--- src/rtl/multipli_seq_param.sv ---
// Parametrised sequential shift-and-add multiplier, one multiplier bit per clock.
// Supports optional two's-complement operands and back-to-back issue from DONE.
module multipli_seq_param #(
  parameter int A_BITS    = 8,
  parameter int B_BITS    = 8,
  parameter bit SIGNED_EN = 1'b1
) (
  input  logic                     CLOCK,
  input  logic                     RESET,
  input  logic                     START,
  input  logic                     SIGNED,
  input  logic [A_BITS-1:0]        A,
  input  logic [B_BITS-1:0]        B,
  output logic [A_BITS+B_BITS-1:0] S,
  output logic                     END_MULT,
  output logic                     BUSY,
  output logic [1:0]               dbg_state
);

  localparam int P  = A_BITS + B_BITS;
  localparam int CW = $clog2(B_BITS) + 1;

  localparam logic [1:0] IDLE = 2'd0;
  localparam logic [1:0] RUN  = 2'd1;
  localparam logic [1:0] DONE = 2'd2;

  // Handshake: START is accepted on a rising edge whenever the FSM is in IDLE
  // or DONE (BUSY=0); it is ignored in RUN. END_MULT is a one-cycle pulse in DONE.
  logic [1:0]        state;
  logic [CW-1:0]     cnt;
  logic [P:0]        acc;
  logic [P:0]        mcand;
  logic [B_BITS-1:0] mplier;
  logic              sgn_q;

  logic              sgn_in;
  logic [P:0]        a_ext;
  logic              last;
  logic [P:0]        addend;
  logic [P:0]        acc_nxt;

  assign sgn_in = SIGNED & SIGNED_EN;
  assign a_ext  = sgn_in ? {{(B_BITS + 1){A[A_BITS-1]}}, A}
                         : {{(B_BITS + 1){1'b0}}, A};
  assign last   = (cnt == CW'(B_BITS - 1));
  assign addend = mplier[0] ? mcand : '0;
  // The multiplier MSB carries negative weight in signed mode.
  assign acc_nxt = (sgn_q && last) ? (acc - addend) : (acc + addend);

  always_ff @(posedge CLOCK or negedge RESET) begin
    if (!RESET) begin
      state  <= IDLE;
      cnt    <= '0;
      acc    <= '0;
      mcand  <= '0;
      mplier <= '0;
      sgn_q  <= 1'b0;
      S      <= '0;
    end else begin
      case (state)
        IDLE, DONE: begin
          if (START) begin
            mcand  <= a_ext;
            mplier <= B;
            sgn_q  <= sgn_in;
            acc    <= '0;
            cnt    <= '0;
            state  <= RUN;
          end else begin
            state  <= IDLE;
          end
        end
        RUN: begin
          acc    <= acc_nxt;
          mcand  <= mcand << 1;
          mplier <= mplier >> 1;
          cnt    <= cnt + CW'(1);
          if (last) begin
            S     <= acc_nxt[P-1:0];
            state <= DONE;
          end
        end
        default: state <= IDLE;
      endcase
    end
  end

  assign END_MULT  = (state == DONE);
  assign BUSY      = (state == RUN);
  assign dbg_state = state;

endmodule
--- config.mk ---
export PLATFORM = sky130hd
export DESIGN_NAME = multipli_seq_param
export DESIGN_NICKNAME = d
export VERILOG_FILES = /design/src/rtl/multipli_seq_param.sv
export SDC_FILE = /design/constraint.sdc
export NUM_CORES = 1
export LEC_CHECK = 0
export ABC_AREA = 1
export CAP_MARGIN = 30
export CORE_UTILIZATION = 42
export CTS_CLUSTER_DIAMETER = 150
export DETAILED_ROUTE_END_ITERATION = 8
export HOLD_SLACK_MARGIN = 0.03
export PLACE_DENSITY = 0.74
export SYNTH_ARGS = -nofsm -noshare
export SYNTH_HDL_FRONTEND = slang
export SYNTH_SLANG_ARGS = --single-unit
--- constraint.sdc ---
create_clock -name CLOCK -period 2.7 [get_ports CLOCK]
set_input_delay 0.675 -clock CLOCK [delete_from_list [all_inputs] [get_ports CLOCK]]
set_output_delay 0.675 -clock CLOCK [all_outputs]
set_load 0.01 [all_outputs]
**Word level (Yosys, flattened, before mapping)**

Cells that the tools add are included.

- Add/sub/neg operators: 3
- Eq/ne operators: 5
- Reduce and logical (&&, ||, !) cells: 7
- Multiplexer cells: 14

Operator list:

| kind | number |
|---|---|
| $mux W17 | 5 |
| $pmux W17 S2 | 2 |
| $add A17 B17 Y17 | 1 |
| $sub A17 B17 Y17 | 1 |
| $pmux W8 S2 | 1 |
| $mux W8 | 1 |
| $pmux W4 S2 | 1 |
| $reduce_and A2 Y1 | 3 |
| $add A4 B1 Y4 const B | 1 |
| $eq A4 B3 Y1 const B | 1 |
| $mux W4 | 1 |
| $pmux W2 S2 | 1 |
| $eq A2 B1 Y1 const B | 1 |
| $eq A2 B2 Y1 const B | 1 |
| $logic_not A2 Y1 | 1 |
| $mux W2 | 1 |
| $ne A2 B1 Y1 const B | 1 |
| $ne A2 B2 Y1 const B | 1 |
| $reduce_bool A2 Y1 | 1 |
| $reduce_or A2 Y1 | 1 |
| $logic_and A1 B1 Y1 | 1 |
| $mux W1 | 1 |

- Register bits after elaboration: 65
- Output and inout bits: 20
- Input port bits: 20

**Logic depth before layout (Yosys ltp)**

Gate-level depths: netlist of run 1.

- Depth in word-level cells: 4
- Mapped depth: 21
- Gate-level depth less buffers: 20

**Worst setup path before layout of run 1**

Ideal clock, no wire load.

- Kind: reg-to-reg
- Start point: reg cnt[0]
- End point: reg acc[7]
- Library setup time: 0.117 ns
- Setup slack: 0.220 ns
- Period minus slack after synthesis: 2.480 ns
- Buffers on the path: 0
- Data arrival time: 2.362 ns
- Data required time: 2.583 ns
- Stages on the path, launching flop included: 16
- Cells stage by stage: dfrtp_1 -> ha_1 -> nand2_1 -> nor2_2 -> nand2_2 -> inv_1 -> or2_2 -> xnor2_1 -> ha_1 -> a21oi_1 -> nand2_1 -> nand2_1 -> nand2_1 -> or2_2 -> nand3_1 -> nand2_1

- Cells in the longest elaborated chain, start to end: 4

RTL lines:

| element | RTL line | text |
|---|---|---|
| start, declared | 30 | `logic [CW-1:0] cnt;` |
| start signal, assigned | 77 | `cnt <= cnt + CW'(1);` |
| $eq A4 B3 Y1 | 45 | `assign last = (cnt == CW'(B_BITS - 1));` |
| $logic_and A1 B1 Y1 | 48 | `assign acc_nxt = (sgn_q && last) ? (acc - addend) : (acc + addend);` |
| $mux W17 | 48 |  |
| $pmux W17 S2 | 60 | `case (state)` |
| end signal, assigned | 74 | `acc <= acc_nxt;` |
| end, declared | 31 | `logic [P:0] acc;` |

No other way between the ends.
A chain may end at the register's enable or synchronous reset.

**Final worst setup path of run 1**

- Start point: reg cnt[1]
- End point: reg acc[8]

The elaborated chain is that of the path after synthesis.

==> impl_results.md, run 1 <==
* Status: completed
* Met3 global-route usage at between 4 and 5%
* CP max FO at 5
* # setup viols final at 0
* Adder-Cell Fraction of Synth Area at a little over 6%
* Post-synthesis net count at around 540
* Fin. max-slew vios at 0
* CP Cell Sequence: ha_2, nand2_2, nor2_4, nand2_4, nand2_1, xor2_1, inv_1, ha_1, a21oi_1, nand2_2, nand2_1, nand2_1, or2_2, nand3_1, nand2_1
* Final worst-path cycle share at a little over nine tenths
* Slew @ Worst Pin at about 0.6 ns
* Synth Area in Simple Gates at 30.86%
* Die width at just under 100 um
* Vias in the first global route at about 3300
* Drt pass-1 iters at 5
* 1st-iter DRT viols at approximately 140
* Row count at 34
* Cells after Synth at between 500 and 600
* Most frequent cells in the layout: nand2_1, dfrtp_1, inv_1, nand3_1, clkdlybuf4s50_1
* Core area at roughly 8700 sq um
* CP required at ~2.9 ns
* Die height at 96.96 um
* Worst hold path type: in -> async
* Worst Setup End Kind: flip-flop
* Mux cell area share after synthesis at 0%
* Placer Congestion at roughly 0.9
* DIE AREA at 9401 sq um
* Vias per cell at between 5 and 6
* Worst-path clk slew at ~0.08 ns
* Met1 Usage GRT at between 20% and 30%
* Nets at between 600 and 700
* Clk_lat worst skew at approximately 0.36 ns
* Register area share after synthesis at a little over two fifths
* Final Hold Fails at 0
* Most Used Layer, Global Route: met2
* Initial Util at 43.43%
* Met2 Use GR at 32.67%
* CTS tree: done
* Routed Antenna Nets at 0
* Hold-fix buffers, CTS at 0
* XOR/XNOR share of the synthesized area at under 10%
* FF+latch count, synth at 63
* Buffers & Inverters on Critical Path at 1
* Gr ovfl total at 0
* Via count at 3519
* Initial antenna violation count at 0
* Mapped Avg Cell Area at between 7 and 8 sq um
* CP top delay family: simple AND/OR/NAND/NOR gates
* Setup TNS at 0 ns
* Total CTS buffers at 9
* Fin crit period at about 2.6 ns
* RSZ-0062 raised after global routing: true
* First-pass GRT wire length at 15.12 mm
* PortBufs at 39
* Layout Skew at between 0.01 and 0.015 ns
* Biggest cell delay along the critical path at 0.38 ns
* Worst slew margin at between 60% and 70%
* H-tree depth at 3
* Top achievable clock speed at roughly 0.38 GHz
* Sink Count at between 60 and 70
* Placed wire-length estimate at 6.403 mm
* Maxcap violations at 0
* Largest family of logic cells by synthesized area: simple AND/OR/NAND/NOR gates
* Library cells used by synthesis at 32
* Area Growth Syn to Fin at 37.76%
* GRT Overall Usage at 19.88%
* Yosys warns at 0
* CTS root buffer: clkbuf_8
* Synth Area in Compound Gates at 9.019%
* Diode count at 0
* # fillers at 733
* R2R Setup Slk at between 0.06 and 0.07 ns
* Critical Path AT at around 2.9 ns
* Post-DR wirelength/cell at 14.17 um
* Worst setup SP type: flip-flop
* Largest net degree at the start of global routing at 33
* Synth Cell Area at ~3800 sq um
* Layout cells sized above 1 at between 20% and 30%
* I/O Pins at 40
* CP Class: reg -> reg
* Leading cell type in the layout, fill and taps excluded: nand2_1
* Critical path's most frequent cell: nand2_1
* Worst path slowest cell: dfrtp_1
* DR DRC count at 0
* Final WL at around 9.8 mm
* Longest Clk Path Bufs at 2
[layer usage]
metal  routed length [um]  vias to the layer above
li1                     -                     1754
met1                 4303                     1674
met2                 4820                       73
met3                  383                       18
met4                  243                        0
met5                    0                        -
[registers in the layout, summed over array words and instances (netlist names)]
name and cells:
S 16, acc 16, cnt 4, dbg_state 2
mcand 16, mplier 8, sgn_q 1
[logic make-up after synthesis]
kind of cell / Yosys count
AND/OR/NAND/NOR: 272
buffers and inverters: 74
flip-flops: 63
AO/OA/AOI/OAI: 59
XOR/XNOR: 19
adder cells (fa/ha/maj): 18
[layout make-up]
cell class	count	area (sq um)	area share, %
clock buffers	11	131.4	2.518
repair buffers	72	648.1	12.42
flip-flops and latches	63	1578	30.24
inverters	60	232.7	4.460
clock inverters	5	106.4	2.038
multi-input cells	369	2386	45.73
well taps	108	135.1	2.590
[synthesized netlist by cell type]
master	instances	area, sq um
clkbuf_1	5	18.77
o21ai_0	21	105.1
nand4_1	2	12.51
inv_2	4	15.01
ha_1	17	212.7
nand2_1	182	683.2
inv_1	55	206.5
nor2_4	1	11.26
buf_2	7	35.03
clkinv_1	1	3.750
or2_2	3	18.77
a21o_1	1	7.510
nand2_4	4	45.04
fa_1	1	20.02
buf_6	2	22.52
nor2_1	17	63.81
o21ai_1	6	30.03
a22o_1	2	17.52
nand3b_1	2	15.01
nor2_2	2	12.51
nor3_1	2	10.01
o22ai_1	2	12.51
o221ai_1	6	52.55
nand2_2	9	56.30
a31oi_1	1	6.260
o211ai_1	3	22.52
dfrtp_1	63	1577
nand3_1	48	240.2
xnor2_1	11	96.34
xor2_1	8	70.07
a21oi_1	16	80.08
o21bai_1	1	7.510
[worst reg2reg max path, cell delays in order (launching register included)]
cell     delay (ns)
dfrtp_1        0.38
ha_2           0.20
nand2_2        0.08
nor2_4         0.22
nand2_4        0.10
nand2_1        0.09
xor2_1         0.15
inv_1          0.06
ha_1           0.34
a21oi_1        0.23
nand2_2        0.13
nand2_1        0.08
nand2_1        0.06
or2_2          0.28
nand3_1        0.07
nand2_1        0.06
[final timing paths]
check,startpoint,to,cells after the start
worst max-delay path,cnt[1]$_DFFE_PN0P_,acc[8]$_DFFE_PN0P_,15
worst min-delay path,RESET,mcand[2]$_DFFE_PN0P_,1
worst max register to register,cnt[1]$_DFFE_PN0P_,acc[8]$_DFFE_PN0P_,15
worst min register to register,S[7]$_DFFE_PN0P_,S[7]$_DFFE_PN0P_,2
max in group asynchronous,RESET,S[9]$_DFFE_PN0P_,2
min in group CLOCK,S[7]$_DFFE_PN0P_,S[7]$_DFFE_PN0P_,2
[metrics by stage]
stage / cell area [sq um] / worst slack [ns] / hold slack (ns) / std cells / utilization [%]
2_1_floorplan: 3787 / 0.2202 / 0.3794 / 505 / -
3_3_place_gp: 4407 / -0.06184 / 0.4630 / 661 / 50.53
3_5_place_dp: 4407 / -0.1102 / 0.4653 / 661 / 50.53
4_1_cts: 4668 / 0.0006459 / 0.3371 / 679 / 53.53
5_1_grt: 5218 / -0.1106 / 0.3631 / 688 / 59.83
6_report: 5218 / 0.06313 / 0.3163 / 688 / 59.83
[timing repair]
action                                  in CTS  in global routing
pin swaps                                    2                 46
resized for setup                            3                118
endpoints found under the setup margin      15                 22
gates cloned                                 0                  1
buffers inserted                             2                  8
Power of run 1 is not shown: default switching activity piles up to over one toggle a cycle in this logic, so the estimate is an artifact.
==> run 2, diff against run 1 <==
- CORE_UTILIZATION: 42 -> 37
- PLACE_DENSITY: 0.74 -> 0.68
==> run 2 against run 1 <==
- first-iteration DRC count fell by 3.5%
- via count shrank 0.60%
- critical path depth is 5 higher
- core utilization down 7.9 points
- critical endpoint is now S[15]$_DFFE_PN0P_
- setup slack got worse by 0.025 ns
- register-to-register slack worse by 0.03 ns
- global-route usage shrank 1.1 points
- sequential share of layout area up 0.56 points
- worst hold slack got worse by 0.015 ns
- flip-flop and latch count did not move
- count of clock-buffer cells in the layout stayed put
==> impl_results.md, run 2 (same netlist as run 1, synthesis figures left out) <==
* Via count at 3498
* Vias in the first global route at about 3300
* Leading cell type in the layout, fill and taps excluded: nand2_1
* I/O Pins at 40
* Most frequent cells in the layout: nand2_1, dfrtp_1, inv_1, clkdlybuf4s50_1, nand3_1
* Layout Skew at between 0.01 and 0.015 ns
* Placed Instance Area at 4368 sq um
* Layout cells sized above 1 at approximately a quarter
* Core area at 9864 sq um
* CP required at roughly 3 ns
* Diode count at 0
* Status: completed
* CP max FO at 6
* Longest Clk Path Bufs at 2
* Final WL at slightly below 10 mm
* Total CTS buffers at 9
* Largest net degree at the start of global routing at 43
* CP top delay family: simple AND/OR/NAND/NOR gates
* Initial antenna violation count at 0
* Critical Path AT at roughly 2.9 ns
* Final worst-path cycle share at just under 100%
* DIE AREA at ~11000 sq um
* Placer Congestion at 0.9452
* Hold_ws at approximately 0.3 ns
* Slew @ Worst Pin at 0.6098 ns
* Worst slew margin at between 50% and 60%
* Vias per cell at about 5.0
* Clk_lat worst skew at about 0.35 ns
* GRT Overall Usage at between 10% and 20%
* First-pass GRT wire length at 15.24 mm
* Worst hold path type: in -> async
* Worst-path clk slew at 0.08 ns
* Placed Cells at ~680
* Row count at 36
* Fin area at approximately 5100 sq um
* # fillers at just under 900
* Regs by FF count: S: 16 flops, acc: 16 flops, mcand: 16 flops
* RSZ-0062 raised after global routing: true
* Sink Count at 63
* Post-DR wirelength/cell at around 14 um
* Buffers & Inverters on Critical Path at 4
* Top achievable clock speed at 0.3756 GHz
* Initial Util at 38.39%
* Fin crit period at about 2.7 ns
* Area Growth Syn to Fin at 35.25%
* Nets at between 600 and 700
* Hold-fix buffers, CTS at 0
* CTS root buffer: clkbuf_8
* Biggest cell delay along the critical path at roughly 0.48 ns
* Worst path slowest cell: dfrtp_2
* Drt pass-1 iters at 5
* H-tree depth at 3
* Fin. max-slew vios at 0
* Die height at 103.2 um
* CP Cell Sequence: buf_8, nand2_4, nand2_2, nor2_4, nand3_2, o21ai_2, nand2_1, xnor2_1, inv_1, ha_4, nand2_4, inv_2, nand2_2, nand2_2, a21oi_2, nand2_2, inv_2, nand2_2, nand3_2, nand2_2
* Gr ovfl total at 0
* Final Core Density at roughly half
* Worst Setup End Kind: flip-flop
* Critical path's most frequent cell: nand2_2
* Final Hold Fails at 0
* DR DRC count at 0
* Worst setup SP type: flip-flop
* # setup viols final at 0
* Routed Antenna Nets at 0
* Placed wire-length estimate at about 6.6 mm
* Die width at 103.2 um
* Fin cells at around 700
* PortBufs at 39
* Maxcap violations at 0
* CP Class: reg -> reg
* 1st-iter DRT viols at ~140
* CTS tree: done
run 2: cell count changes in the layout (fill, tap and decap cells not counted), sizes merged:
cell / previous run / this run
bufinv: 3 / 0
clkinv: 2 / 3
clkinvlp: 1 / 2
buf: 34 / 25
nand2: 196 / 195
inv: 59 / 60
run 2: per-stage QoR:
stage | setup TNS (ns) | setup WS (ns)
global route | -1.056 | -0.1388
global placement | -0.1378 | -0.05163
finish | 0 | 0.03787
CTS | 0 | 0.0004772
floorplan | 0 | 0.2202
detailed placement | -0.4120 | -0.06773
run 2: worst paths after layout:
| path | startpoint | to | slack [ns] | cells past startpoint |
|---|---|---|---|---|
| worst min-delay path | RESET | acc[9]$_DFFE_PN0P_ | 0.30 | 1 |
| worst max-delay path | mplier[0]$_DFFE_PN0P_ | S[15]$_DFFE_PN0P_ | 0.04 | 20 |
| worst max register to register | mplier[0]$_DFFE_PN0P_ | S[15]$_DFFE_PN0P_ | 0.04 | 20 |
| min in group CLOCK | S[14]$_DFFE_PN0P_ | S[14]$_DFFE_PN0P_ | 0.48 | 2 |
| max in group asynchronous | RESET | mplier[0]$_DFFE_PN0P_ | 1.79 | 2 |
| worst min register to register | S[14]$_DFFE_PN0P_ | S[14]$_DFFE_PN0P_ | 0.48 | 2 |
run 2: layout make-up:
cell class | count | area (sq um) | area share (%)
Sequential cell | 63 | 1578 | 30.80
Timing Repair Buffer | 63 | 601.8 | 11.75
Clock inverter | 5 | 41.29 | 0.8061
Multi-Input combinational cell | 368 | 2369 | 46.24
Inverter | 60 | 225.2 | 4.397
Tap cell | 133 | 166.4 | 3.249
Clock buffer | 11 | 141.4 | 2.760
run 2: per-layer routing:
metal  part of all wire (%)  GRT usage (%)  up-vias  wire [um]
li1                       -              -     1739          -
met1                     44          22.82     1659       4198
met2                     50          33.28       79       4844
met3                    4.0          3.831       21        386
met4                    2.0          5.959        0        188
met5                      0              0        -          0
run 2: worst register-to-register path: stages (launching register included):
cell and delay (ns):
dfrtp_2 0.48, buf_8 0.18, nand2_4 0.08, nand2_2 0.07
nor2_4 0.12, nand3_2 0.08, o21ai_2 0.22, nand2_1 0.10
xnor2_1 0.18, inv_1 0.11, ha_4 0.28, nand2_4 0.10
inv_2 0.04, nand2_2 0.05, nand2_2 0.05, a21oi_2 0.11
nand2_2 0.09, inv_2 0.06, nand2_2 0.06, nand3_2 0.07
nand2_2 0.05
run 2: what timing repair did:
item | in CTS | in global routing
pin swaps | 3 | 40
setup buffers | 4 | 8
hold endpoints to repair | 0 | 0
gates resized for setup | 6 | 106
endpoints found under the setup margin | 15 | 23
Power of run 2 is left out for the same reason.
